### config.mk
export PLATFORM = sky130hd
export DESIGN_NAME = video_timing_gen
export DESIGN_NICKNAME = d
export VERILOG_FILES = /design/src/rtl/video_timing_gen.sv
export SDC_FILE = /design/constraint.sdc
export NUM_CORES = 1
export LEC_CHECK = 0
export ABC_CLOCK_PERIOD_IN_PS = 1700
export CORE_AREA = 2 2 68 70
export CTS_CLUSTER_DIAMETER = 100
export DETAILED_ROUTE_END_ITERATION = 10
export DIE_AREA = 0 0 70 72
export PLACE_DENSITY = 0.73
export SYNTH_ARGS = -nofsm -noshare
export SYNTH_HDL_FRONTEND = slang
export SYNTH_SLANG_ARGS = --single-unit
### constraint.sdc
create_clock -name clk -period 1.7 [get_ports clk]
set_input_delay 0.17 -clock clk [delete_from_list [all_inputs] [get_ports clk]]
set_output_delay 0.17 -clock clk [all_outputs]
set_load 0.05 [all_outputs]
### src/rtl/video_timing_gen.sv
// rtl/video_timing_gen.sv - Raster timing generator producing hsync/vsync/de/x/y and sol/sof pulses.
// Define VTG_FRAME_CNT_EN to add the 16-bit frame_cnt output.
module video_timing_gen #(
    parameter int H_VISIBLE = 640,
    parameter int H_FP      = 16,
    parameter int H_PW      = 96,
    parameter int H_BP      = 48,
    parameter int V_VISIBLE = 480,
    parameter int V_FP      = 10,
    parameter int V_PW      = 2,
    parameter int V_BP      = 33,
    parameter bit HS_POL    = 1'b0,
    parameter bit VS_POL    = 1'b0,
    parameter int CW        = 10
) (
    input  logic          clk,
    input  logic          rst,
    input  logic          ce,
    output logic          hsync,
    output logic          vsync,
    output logic          de,
    output logic [CW-1:0] x,
    output logic [CW-1:0] y,
    output logic          sol,
    output logic          sof
`ifdef VTG_FRAME_CNT_EN
    ,
    output logic [15:0]   frame_cnt
`endif
);

    localparam int H_TOT = H_VISIBLE + H_FP + H_PW + H_BP;
    localparam int V_TOT = V_VISIBLE + V_FP + V_PW + V_BP;
    localparam int H_SS  = H_VISIBLE + H_FP;
    localparam int H_SE  = H_VISIBLE + H_FP + H_PW;
    localparam int V_SS  = V_VISIBLE + V_FP;
    localparam int V_SE  = V_VISIBLE + V_FP + V_PW;

    if ((H_TOT - 1 > (2 ** CW) - 1) || (V_TOT - 1 > (2 ** CW) - 1) ||
        (H_PW == 0) || (V_PW == 0) || (H_VISIBLE == 0) || (V_VISIBLE == 0)) begin : g_bad_cfg
        $error("video_timing_gen: invalid timing parameters for CW=%0d", CW);
    end

    logic [CW-1:0] h_cnt;
    logic [CW-1:0] v_cnt;
    logic [31:0]   h_ext;
    logic [31:0]   v_ext;
    logic          h_vis;
    logic          v_vis;
    logic          hs_act;
    logic          vs_act;
    logic          h_wrap;
    logic          v_wrap;
    logic          h_zero;
    logic          v_zero;

    // Decode is done in 32-bit space so sync-end bounds equal to H_TOT/V_TOT cannot overflow CW.
    assign h_ext  = {{(32-CW){1'b0}}, h_cnt};
    assign v_ext  = {{(32-CW){1'b0}}, v_cnt};
    assign h_vis  = h_ext < 32'(H_VISIBLE);
    assign v_vis  = v_ext < 32'(V_VISIBLE);
    assign hs_act = (h_ext >= 32'(H_SS)) && (h_ext < 32'(H_SE));
    assign vs_act = (v_ext >= 32'(V_SS)) && (v_ext < 32'(V_SE));
    assign h_wrap = h_ext == 32'(H_TOT - 1);
    assign v_wrap = v_ext == 32'(V_TOT - 1);
    assign h_zero = h_cnt == '0;
    assign v_zero = v_cnt == '0;

    always_ff @(posedge clk or posedge rst) begin
        if (rst) begin
            h_cnt <= '0;
            v_cnt <= '0;
            de    <= 1'b0;
            x     <= '0;
            y     <= '0;
            hsync <= ~HS_POL;
            vsync <= ~VS_POL;
            sol   <= 1'b0;
            sof   <= 1'b0;
        end else begin
            // Pulses are one clk wide even when ce stays low afterwards.
            sol <= 1'b0;
            sof <= 1'b0;
            if (ce) begin
                h_cnt <= h_wrap ? '0 : h_cnt + CW'(1);
                if (h_wrap) begin
                    v_cnt <= v_wrap ? '0 : v_cnt + CW'(1);
                end
                de    <= h_vis && v_vis;
                x     <= (h_vis && v_vis) ? h_cnt : '0;
                y     <= (h_vis && v_vis) ? v_cnt : '0;
                hsync <= hs_act ? HS_POL : ~HS_POL;
                vsync <= vs_act ? VS_POL : ~VS_POL;
                sol   <= h_zero;
                sof   <= h_zero && v_zero;
            end
        end
    end

`ifdef VTG_FRAME_CNT_EN
    always_ff @(posedge clk or posedge rst) begin
        if (rst) begin
            frame_cnt <= 16'd0;
        end else if (ce && h_zero && v_zero) begin
            frame_cnt <= frame_cnt + 16'd1;
        end
    end
`endif

endmodule

==> results of run 1 <==
## per-stage QoR
stage	power, mW	hold slack (ps)	setup slack, ps	instances	TNS, ps
CTS	3.11	218	45.8	274	0
finish	3.08	213	61.9	274	0
detailed placement	2.34	476	-53.2	267	-53.2
floorplan	2.03	306	17.5	178	0
global placement	2.30	464	-17.1	267	-17.1
global route	3.25	255	3.48	274	0
## per-layer routing
layer  part of all wire  vias to the layer above  track usage
li1                   -                      724            -
met1               0.45                      757        0.229
met2               0.48                       52        0.301
met3              0.051                        8       0.0500
met4              0.014                        0       0.0876
met5                  0                        -            0
## final timing paths
kind                           from       end  slack, ps  depth (start not counted)
setup / recovery               x[3]      x[3]         60                          1
hold / removal                  rst  h_cnt[8]        210                          3
setup reg to reg           h_cnt[0]  v_cnt[3]         70                          5
hold reg to reg                  de        de        490                          1
max in group asynchronous       rst      y[8]       1180                          3
min in group clk                 de        de        490                          1
## where the power goes
| part | switching [mW] | internal (mW) | leakage (nW) |
|---|---|---|---|
| Combinational | 0.591 | 0.393 | 0.621 |
| Sequential | 0.109 | 1.22 | 0.564 |
| Clock | 0.343 | 0.427 | 0.0540 |
| Total | 1.04 | 2.04 | 1.24 |
## kinds of logic (layout without fill, tap and decap cells)
family                   after synthesis  after routing  synth area share
multiplexers                           1              1           0.00499
flip-flops                            45             45             0.563
AND/OR/NAND/NOR                       59             59             0.172
buffers and inverters                 21             65            0.0537
adder cells (fa/ha/maj)                4              4            0.0250
AO/OA/AOI/OAI                         37             37             0.133
XOR/XNOR                              11             11            0.0481
## timing repair
action	in CTS	in global routing
buffers inserted	0	0
endpoints found under the setup margin	0	2
gates resized for setup	0	2
endpoints found under the hold margin	0	0
## synthesized netlist by cell type, drive strengths merged (2+ instances only)
| cell | count |
|---|---|
| a22o | 18 |
| nor4 | 5 |
| nor2b | 2 |
| nand4b | 2 |
| xor2 | 4 |
| inv | 9 |
| xnor2 | 7 |
| and3 | 4 |
| nor3 | 4 |
| ha | 4 |
| dfrtp | 43 |
| nand4 | 4 |
| a21oi | 4 |
| dfstp | 2 |
| a21o | 2 |
| nor2 | 11 |
| or3 | 2 |
| nand3 | 12 |
| buf | 7 |
| nand2 | 6 |
| and4 | 4 |
| o21ai | 10 |
| clkbuf | 4 |
## cell type report
cell class	instances	area [um2]
flip-flops and latches	45	1130
clock buffers	5	68.8
clock inverters	2	35.0
inverters	10	37.5
multi-input cells	112	771
fillers	342	1740
well taps	52	65.1
repair buffers	48	423
## sequential cells by signal (all words and copies together) (netlist names), 10 cells and up
signal and count:
v_cnt 10, x 10, y 10, h_cnt 10
==> results by group, run 1 <==
Routing
  – Residual DRC count: 0
  – DR WL/cell: 15.3 um
  – DRT Pass-1 Iters: 4
  – Drt via density: 5.62
  – Drt first-iter violations: 86
  – Final ANT Viol Nets: 0
  – Final WL: 4.19 mm
  – Total number of vias: 1,541

Floorplan
  – Row cnt: 24
  – Core ar.: 0.00426 mm2
  – IO Count: 28
  – Die area: 0.00504 mm2
  – Initial Util: 0.470
  – Die W: 70 um
  – Die H: 72 um

Clocking
  – Clock tree sinks: 45
  – Worst skew pair latency: 300 ps
  – H-tree Lvls: 2
  – CTS tree: done
  – Root buffer cell: clkbuf_8
  – Cts hold-fix bufs: 0
  – CTS Buf Count: 5
  – Clock tree buffer depth: 2
  – Worst-path clk slew: 80 ps

Finish
  – Commonest non-fill, non-tap cell in the layout: dfrtp_1
  – Proportion of layout cells with a drive suffix above 1: 0.198
  – Final Cell Area: 0.00253 mm2
  – Most frequent cells in the layout: 43 x dfrtp_1, 28 x buf_4, 18 x clkdlybuf4s50_1, 17 x a22o_1, 12 x nand3_1
  – Core Util, Final: 0.593
  – Layout area overhead: 26.2%
  – Final net count: 229
  – Ant diodes: 0

Placed design
  – Cell Area, Placed: 0.00242 mm2
  – Placer Congestion: 0.922
  – Port Buf Inserts: 27
  – Post-DP HPWL: 3.04 mm

Setup path
  – CP max-delay cell: clkdlybuf4s50_1
  – Critical Path Fanout Max: 2
  – CP Data Arrival Time: 1470 ps
  – Crit path kind: register to primary output
  – CP Capture Type: primary output
  – Worst Path Required: 1530 ps
  – Worst setup SP type: register
  – WP buf/inv: 1
  – Crit path cell chain: clkdlybuf4s50_1
  – CP max stage delay: 810 ps
  – Critical path's top delay family: buffers and inverters

Timing
  – Slew @ Worst Pin: 499 ps
  – Final Max Tran Viols: 0
  – Final worst path period need: 1640 ps
  – Layout Skew: 7.53 ps
  – Max-slew headroom: 0.666
  – Final setup violation count: 0
  – Fmax: 610 MHz
  – Period utilization: 0.964
  – RSZ-0062 raised after global routing: false
  – Final Hold Vio Count: 0

Logic synthesis
  – Synthesized cell area: 0.00200 mm2
  – Sequential fraction of the synthesis area: 0.563
  – Synth warn: 0
  – Top cell type's share of synthesized area: 0.537
  – Post-Synthesis Cells: 178
  – Async S/R FF share, synth: 1.00
  – Synthesized area per cell: 11.3 um2
  – Syn_nets: 185
  – Top cells by area, synth: dfrtp_1 54%, a22o_1 7.4%, xnor2_1 3.1%
  – Flops & latches, synth: 45
  – Number of enable flip-flop cells after synthesis: 0
  – Yosys top cell by area: dfrtp_1
  – Top_reg_cell synth: dfrtp_1
  – Yosys cell types: 38

Power and ir drop
  – Worst vdd rail ir drop: 660 uV
  – Pwr Density: 1220 mW/mm2
  – Leakage: 1.24 nW

Flow run
  – MaxCap Viol Count: 0

Outcome
  – Outcome: complete, no violations

GRT
  – Initial antenna violation count: 0
  – Vias in the first global route: 1,575
  – First-pass GRT wire length: 7.18 mm
  – All-layer global routing usage: 0.184
  – Total gr overflow: 0
  – Pin count of the biggest net entering global routing: 28

Hold path
  – Hold Crit Class: primary input to asynchronous set/reset pin
No activity file was read; power rests on OpenSTA's default activity.
==> run 2, diff against run 1 <==
--- a/config.mk
+++ b/config.mk
@@ -6,10 +6,10 @@
 export NUM_CORES = 1
 export LEC_CHECK = 0
 export ABC_CLOCK_PERIOD_IN_PS = 1700
-export CORE_AREA = 2 2 68 70
+export CORE_AREA = 5 5 71 73
 export CTS_CLUSTER_DIAMETER = 100
 export DETAILED_ROUTE_END_ITERATION = 10
-export DIE_AREA = 0 0 70 72
+export DIE_AREA = 0 0 76 78
 export PLACE_DENSITY = 0.73
 export SYNTH_ARGS = -nofsm -noshare
 export SYNTH_HDL_FRONTEND = slang
==> results by group, run 2 (synthesis gave the netlist of run 1 again) <==
Outcome
  – Outcome: complete, no violations (unchanged)

Clocking
  – Clock tree buffer depth: 2 (unchanged)
  – Worst-path clk slew: 90 ps (was 80 ps)
  – Root buffer cell: clkbuf_8 (unchanged)
  – Post-CTS setup buffer count: 0 (unchanged)
  – Worst skew pair latency: 300 ps (about the same)
  – CTS Buf Count: 5 (unchanged)
  – CTS tree: done (unchanged)
  – H-tree Lvls: 2 (unchanged)
  – Cts hold-fix bufs: 0 (unchanged)
  – Clock tree sinks: 45 (unchanged)

Timing
  – Max-slew headroom: 0.664 (was 0.666)
  – Slew @ Worst Pin: 503 ps (was 499 ps)
  – Layout Skew: 6.15 ps (was 7.53 ps)
  – Final worst path period need: 1640 ps (about the same)
  – Fmax: 611 MHz (was 610 MHz)
  – Final Hold Vio Count: 0 (unchanged)
  – Final setup violation count: 0 (unchanged)
  – Period utilization: 0.962 (was 0.964)
  – RSZ-0062 raised after global routing: false (unchanged)
  – Final Max Tran Viols: 0 (unchanged)
  – Final hold slack: 213 ps (about the same)

Finish
  – Layout area overhead: 29.3% (was 26.2%)
  – Final Non-Filler Cells: 280 (was 274)
  – Core Util, Final: 0.604 (was 0.593)
  – # fillers: 363 (was 342)
  – Proportion of layout cells with a drive suffix above 1: 0.211 (was 0.198)
  – Ant diodes: 0 (unchanged)
  – Most frequent cells in the layout: 43 x dfrtp_1, 31 x buf_4, 21 x clkdlybuf4s50_1, 17 x a22o_1, 12 x nand3_1 (was 43 x dfrtp_1, 28 x buf_4, 18 x clkdlybuf4s50_1, 17 x a22o_1, 12 x nand3_1)
  – Final net count: 234 (was 229)
  – Commonest non-fill, non-tap cell in the layout: dfrtp_1 (unchanged)
  – Final Cell Area: 0.00259 mm2 (was 0.00253 mm2)

Power and ir drop
  – Reg power frac: 0.420 (was 0.432)
  – Pint: 2.09 mW (was 2.04 mW)
  – Worst vdd rail ir drop: 503 uV (was 660 uV)
  – Total power: 3.17 mW (was 3.08 mW)
  – Pwr Density: 1220 mW/mm2 (about the same)
  – Sw power: 1.08 mW (was 1.04 mW)
  – Sw Ratio: 0.340 (was 0.338)
  – Leakage: 1.24 nW (about the same)
  – Combinational power share: 0.316 (was 0.319)
  – Clock Power Share: 0.264 (was 0.250)

Placed design
  – Cell Area, Placed: 0.00246 mm2 (was 0.00242 mm2)
  – Port Buf Inserts: 27 (unchanged)
  – Inst Count DP: 272 (was 267)
  – Post-DP HPWL: 3.09 mm (was 3.04 mm)
  – Placer Congestion: 0.829 (was 0.922)

Setup path
  – Worst setup SP type: register (unchanged)
  – RR Startpoint: h_cnt[0] (unchanged)
  – WP buf/inv: 1 (unchanged)
  – CP max stage delay: 810 ps (about the same)
  – CP Capture Type: primary output (unchanged)
  – R2r endpoint: v_cnt[3] (unchanged)
  – CP max-delay cell: clkdlybuf4s50_1 (unchanged)
  – Reg2reg setup slack: 80 ps (was 70 ps)
  – CP Data Arrival Time: 1470 ps (about the same)
  – Critical path depth: 1 (unchanged)
  – Critical path's top delay family: buffers and inverters (unchanged)
  – Crit path cell chain: clkdlybuf4s50_1 (unchanged)
  – R2R depth: 5 (unchanged)
  – Critical Path Fanout Max: 2 (unchanged)
  – Worst Path Required: 1530 ps (about the same)
  – Critical Path Start: y[3] (was x[3])
  – Crit path kind: register to primary output (unchanged)

Hold path
  – Hold Crit Class: primary input to asynchronous set/reset pin (unchanged)

GRT
  – M3 GR Usage: 0.0405 (was 0.0500)
  – First-pass GRT wire length: 7.26 mm (was 7.18 mm)
  – Pin count of the biggest net entering global routing: 46 (was 28)
  – Vias in the first global route: 1,490 (was 1,575)
  – Initial antenna violation count: 0 (unchanged)
  – Total gr overflow: 0 (unchanged)
  – GRT met2 Usage: 0.224 (was 0.301)
  – All-layer global routing usage: 0.153 (was 0.184)
  – Met1 GRT Util: 0.216 (was 0.229)
  – GR peak layer: met2 (unchanged)

Floorplan
  – Die H: 78 um (was 72 um)
  – Row cnt: 24 (unchanged)
  – Die area: 0.00593 mm2 (was 0.00504 mm2)
  – IO Count: 28 (unchanged)
  – Initial Util: 0.467 (was 0.470)
  – Core ar.: 0.00429 mm2 (was 0.00426 mm2)
  – Die W: 76 um (was 70 um)

Routing
  – Drt via density: 5.44 (was 5.62)
  – Final WL: 4.34 mm (was 4.19 mm)
  – Final ANT Viol Nets: 0 (unchanged)
  – Total number of vias: 1,522 (was 1,541)
  – DR WL/cell: 15.5 um (was 15.3 um)
  – Residual DRC count: 0 (unchanged)
  – Drt first-iter violations: 112 (was 86)
  – DRT Pass-1 Iters: 4 (unchanged)

Flow run
  – MaxCap Viol Count: 0 (unchanged)
-- run 2: power by group through the flow --
stage | combinational [mW] | sequential [mW] | clock [mW]
6_report | 1.00 | 1.33 | 0.836
5_1_grt | 1.06 | 1.35 | 0.902
4_1_cts | 0.992 | 1.32 | 0.860
3_5_place_dp | 0.989 | 1.34 | 0
3_3_place_gp | 0.971 | 1.34 | 0
2_1_floorplan | 0.442 | 1.59 | 0
-- run 2: cell type report --
cell class                 count  area, um2  share of cell area
clock inverter                 2       37.5              0.0145
inverter                      10       37.5              0.0145
multi-input combinational    112        778               0.300
tap                           52       65.1              0.0251
clock buffer                   6       82.6              0.0319
sequential                    45       1130               0.435
timing repair buffer          53        463               0.179
-- run 2: worst max-delay path by stage --
stage / slack, ps / end
after floorplan: 20 / v_cnt[3]
after global placement: -8 / v_cnt[3]
after detailed placement: -30 / v_cnt[3]
after CTS: 40 / y[3]
after global routing: 3 / y[3]
final: 60 / y[3]
-- run 2: through the flow --
stage / TNS, ps / worst slack, ps
after floorplan: 0 / 17.5
after global placement: -7.55 / -7.55
after detailed placement: -73.8 / -28.7
after CTS: 0 / 42.9
after global routing: 0 / 2.99
final: 0 / 63.9
-- run 2: per-layer routing --
layer | vias to the layer above | share of wire
li1 | 736 | -
met1 | 730 | 0.49
met2 | 49 | 0.44
met3 | 7 | 0.047
met4 | 0 | 0.021
met5 | - | 0
-- run 2: what timing repair did --
action                     4_1_cts  5_1_grt
resized for setup                1        1
setup endpoints to repair        6        2
pin swaps                        0        0
hold endpoints to repair         0        0
